`src/rtl/hazard_ctrl_pkg.sv`:
```
// hazard_ctrl_pkg: shared FSM state encoding and default multi-cycle timeout for hazard_ctrl
package hazard_ctrl_pkg;
  typedef enum logic {RUN = 1'b0, MC_WAIT = 1'b1} state_t;
  localparam int MC_TIMEOUT_DEF = 64;
endpackage

```
`src/rtl/hazard_perf_cnt.sv`:
```
// hazard_perf_cnt: wrapping 32-bit counters of stall cycles, flush cycles and MC_WAIT entries (in clk, reset, stall, flush, mc_entry; out stall_cnt, flush_cnt, mc_cnt)
module hazard_perf_cnt (
  input  logic        clk,
  input  logic        reset,
  input  logic        stall,
  input  logic        flush,
  input  logic        mc_entry,
  output logic [31:0] stall_cnt,
  output logic [31:0] flush_cnt,
  output logic [31:0] mc_cnt
);
  always_ff @(posedge clk or negedge reset)
    if (!reset) begin
      stall_cnt <= '0;
      flush_cnt <= '0;
      mc_cnt    <= '0;
    end else begin
      stall_cnt <= stall_cnt + 32'(stall);
      flush_cnt <= flush_cnt + 32'(flush);
      mc_cnt    <= mc_cnt + 32'(mc_entry);
    end
endmodule

```
`src/rtl/hazard_ctrl.sv`:
```
// hazard_ctrl: pipeline stall/flush control for load-use, branch and multi-cycle hazards; in clk, reset, rs*/rd_e/load_e/branch_sig/mc_start/mc_done; out stallF/D/E, flushD/E, err_o, plus stall_cnt/flush_cnt/mc_cnt under HAZARD_PERF_CNT_EN
module hazard_ctrl
  import hazard_ctrl_pkg::*;
#(
  parameter int MC_TIMEOUT = MC_TIMEOUT_DEF
) (
  input  logic       clk,
  input  logic       reset,
  input  logic [4:0] rs1_d,
  input  logic [4:0] rs2_d,
  input  logic       rs1_valid_d,
  input  logic       rs2_valid_d,
  input  logic [4:0] rd_e,
  input  logic       load_e,
  input  logic       branch_sig,
  input  logic       mc_start,
  input  logic       mc_done,
  output logic       stallF,
  output logic       stallD,
  output logic       stallE,
  output logic       flushD,
  output logic       flushE,
  output logic       err_o
`ifdef HAZARD_PERF_CNT_EN
  ,
  output logic [31:0] stall_cnt,
  output logic [31:0] flush_cnt,
  output logic [31:0] mc_cnt
`endif
);
  localparam int CW = MC_TIMEOUT > 1 ? $clog2(MC_TIMEOUT) : 1;
  state_t state, state_n;
  logic [CW-1:0] cnt, cnt_n;
  logic load_use, in_wait, timeout;
  always_ff @(posedge clk or negedge reset)
    if (!reset) begin
      state <= RUN;
      cnt   <= '0;
      err_o <= 1'b0;
    end else begin
      state <= state_n;
      cnt   <= cnt_n;
      err_o <= err_o | timeout;
    end
  always_comb begin
    load_use = load_e & (rd_e != 5'd0) &
               ((rs1_valid_d & (rs1_d == rd_e)) | (rs2_valid_d & (rs2_d == rd_e)));
    in_wait  = state == MC_WAIT;
    timeout  = in_wait & ~mc_done & (cnt == CW'(MC_TIMEOUT - 1));
    state_n  = in_wait ? ((mc_done | timeout) ? RUN : MC_WAIT)
                       : ((mc_start & ~mc_done) ? MC_WAIT : RUN);
    cnt_n    = (in_wait & ~mc_done & ~timeout) ? cnt + CW'(1) : '0;
    stallF   = in_wait | (~branch_sig & load_use);
    stallD   = stallF;
    stallE   = in_wait;
    flushD   = ~in_wait & branch_sig;
    flushE   = ~in_wait & (branch_sig | load_use);
  end
`ifdef HAZARD_PERF_CNT_EN
  hazard_perf_cnt u_perf (
    .clk      (clk),
    .reset    (reset),
    .stall    (stallF),
    .flush    (flushD),
    .mc_entry (~in_wait & (state_n == MC_WAIT)),
    .stall_cnt(stall_cnt),
    .flush_cnt(flush_cnt),
    .mc_cnt   (mc_cnt)
  );
`endif
endmodule

```
`config.mk`:
```
export PLATFORM = sky130hd
export DESIGN_NAME = hazard_ctrl
export DESIGN_NICKNAME = d
export VERILOG_FILES = /design/src/rtl/hazard_ctrl_pkg.sv /design/src/rtl/hazard_perf_cnt.sv /design/src/rtl/hazard_ctrl.sv
export SDC_FILE = /design/constraint.sdc
export NUM_CORES = 1
export LEC_CHECK = 0
export CORE_AREA = 2 2 39 41
export DETAILED_ROUTE_END_ITERATION = 7
export DIE_AREA = 0 0 41 43
export DONT_BUFFER_PORTS = 1
export GPL_ROUTABILITY_DRIVEN = 0
export PLACE_DENSITY = 0.63
export SYNTH_ARGS = -nofsm -noshare
export SYNTH_HDL_FRONTEND = slang
export SYNTH_SLANG_ARGS = --single-unit
```
`constraint.sdc`:
```
create_clock -name clk -period 2.5 [get_ports clk]
set_clock_uncertainty 0.05 [all_clocks]
set_input_delay 0.125 -clock clk [delete_from_list [all_inputs] [get_ports clk]]
set_output_delay 0.125 -clock clk [all_outputs]
set_load 0.005 [all_outputs]
```
==> results.json <==
{
  "wirelength_um": 858,
  "peakVddDrop_mv": 0.2170,
  "endpoint_kind": "register",
  "fp.coreArea_um2": 1384,
  "cts_sinks": 8,
  "min_to": "err_o",
  "syn_inst": 53,
  "diodes": 0,
  "status": "completed",
  "drc_errors": 0,
  "cts_root_buffer": "clkbuf_4",
  "synth-seq-area-share": 0.4000,
  "powerDensity_nw_per_um2": 467.6,
  "postRouteAntennaNets": 0,
  "fp.dieArea_um2": 1763,
  "worstPathArrival_ps": 2060,
  "ctsLongestPathBuffers": 2,
  "p_leak_nw": 0.2512,
  "drv_cap": 0,
  "ys_types": 20,
  "cp-startpoint": "cnt[0]",
  "drtIter0Drc": 3,
  "rows": 14,
  "dpl.hpwl_um": 709.2,
  "yosysTopAreaCell": "dfrtp_1",
  "synth_area_per_cell_um2": 9.443,
  "rsz0062_at_grt": "no",
  "finalCriticalPeriod_ps": 1915,
  "max_slew_margin": 0.7317,
  "timing.reg2reg.setup_slack_ps": 590,
  "routedWlPerCell_um": 11.59,
  "synthesis.area_um2": 500.5,
  "finalPower_w": 0.0002644,
  "cts_buffers": 3,
  "yosys_warnings": 0,
  "hp-class": "in -> reg",
  "tightestPinTransition_ps": 399.1,
  "avgViaCountPerCell": 5.027,
  "overflow": 0,
  "grt_pass1_vias": 345,
  "r2r-end": "stallE",
  "postCtsHoldBufs": 3,
  "final_common_cell": "xor2_1",
  "drive_gt1_frac": 0.1034,
  "antenna_found_initial": 0,
  "start_util": 0.3617,
  "final_hold_viol_count": 0,
  "cp_max_fo": 3,
  "fin_util": 0.4087,
  "worst_setup_path_start_kind": "register",
  "crit_type": "reg -> reg",
  "cts_setup_buffers": 0,
  "ioPinCount": 29,
  "cts_tree": "yes",
  "reg2regPathDepth": 5,
  "io_buffers": 0,
  "ys_top_cells_by_area": "dfrtp_1, xor2_1, xnor2_1",
  "crit_required_ps": 2640,
  "clk_latency_ps": 250,
  "vias": 372,
  "fmax_mhz": 522.3,
  "min_path_cells": 2,
  "first_pass_iters": 2,
  "timing.rr.start": "cnt[0]",
  "final_cell_mix": "xor2_1, nor2_1, dfrtp_1",
  "min_from": "mc_done",
  "fin_crit_sh": 0.7658,
  "grt_max_degree": 9,
  "drv_slew": 0,
  "area_growth_pct": 13.00,
  "cts_max_level": 1,
  "nets": 84,
  "yosysTopAreaCellShare": 0.4000,
  "synth.net_count": 77,
  "fill_cells": 140,
  "grt_pass1_wl_um": 1324,
  "cts_resized": 0,
  "finalSetupTns_ps": 0,
  "clk_pin_slew_worst_paths_ps": 50,
  "track_usage": 0.1182,
  "synth-seq-cells": 8,
  "setup_viol": 0,
  "die_h_um": 43,
  "die_x_um": 41
}
==> stage by stage <==
| step | std cells | hold WS (ps) | cell area [um2] | worst slack [ps] |
|---|---|---|---|---|
| 2_1_floorplan | 53 | -220.6 | 500.5 | 1019 |
| 3_3_place_gp | 68 | -220.3 | 513.0 | 957.3 |
| 3_5_place_dp | 68 | -220.3 | 513.0 | 933.1 |
| 4_1_cts | 74 | 38.38 | 565.5 | 586.1 |
| 5_1_grt | 74 | 41.06 | 565.5 | 480.4 |
| 6_report | 74 | 43.67 | 565.5 | 585.5 |
==> worst max path at each step <==
stage / cells after the start / end
6_report: 5 / stallE
2_1_floorplan: 5 / cnt[3]
3_3_place_gp: 5 / cnt[3]
3_5_place_dp: 5 / cnt[3]
4_1_cts: 5 / stallE
5_1_grt: 5 / stallE
==> power breakdown <==
part	total [W]	switching [W]	internal, W	leakage, nW
combinational	0.0000332	0.0000161	0.0000171	0.128
sequential	0.000135	0.00000300	0.000132	0.110
clock	0.0000962	0.0000415	0.0000548	0.0138
==> worst max-delay path, stage by stage (launching register included) <==
cell	delay, ps
dfrtp_1	390
ha_1	220
and3_1	200
and3_1	200
a211oi_1	220
dlygate4sd3_1	570
==> final cells by class <==
| cell class | count | area (um2) | area share |
|---|---|---|---|
| inverter | 4 | 15.01 | 0.02655 |
| multi-input combinational | 40 | 277.8 | 0.4912 |
| timing repair buffer | 3 | 30.03 | 0.05310 |
| sequential | 8 | 200.2 | 0.3540 |
| tap | 16 | 20.02 | 0.03540 |
| clock buffer | 3 | 22.52 | 0.03982 |
==> synthesized netlist by cell type, drive strengths merged <==
| library cell | n |
|---|---|
| or2 | 1 |
| or4 | 1 |
| xor2 | 9 |
| a211oi | 1 |
| a32oi | 1 |
| ha | 1 |
| nor2 | 8 |
| inv | 4 |
| dfrtp | 8 |
| o31ai | 2 |
| and2 | 1 |
| nor4 | 2 |
| nand2 | 3 |
| and3 | 2 |
| xnor2 | 5 |
| o21ai | 1 |
| a31o | 1 |
| nand3 | 1 |
| buf | 1 |
==> metal layers <==
metal,track usage,share of wire,vias to the layer above
li1,-,-,190
met1,0.1279,0.41,164
met2,0.1688,0.48,18
met3,0.09424,0.11,0
met4,0.04000,0,0
met5,0,0,-
==> kinds of logic after synthesis <==
group	Yosys count	synth area share
flip-flops	8	0.4000
AO/OA/AOI/OAI	6	0.08999
AND/OR/NAND/NOR	19	0.1950
adder cells (fa/ha/maj)	1	0.02500
XOR/XNOR	14	0.2450
buffers and inverters	5	0.04500
==> state kept, by name (all words and copies together) (netlist names) <==
signal,cells
cnt,6
err_o,1
stallE,1
(Power assumes the default switching activity.)
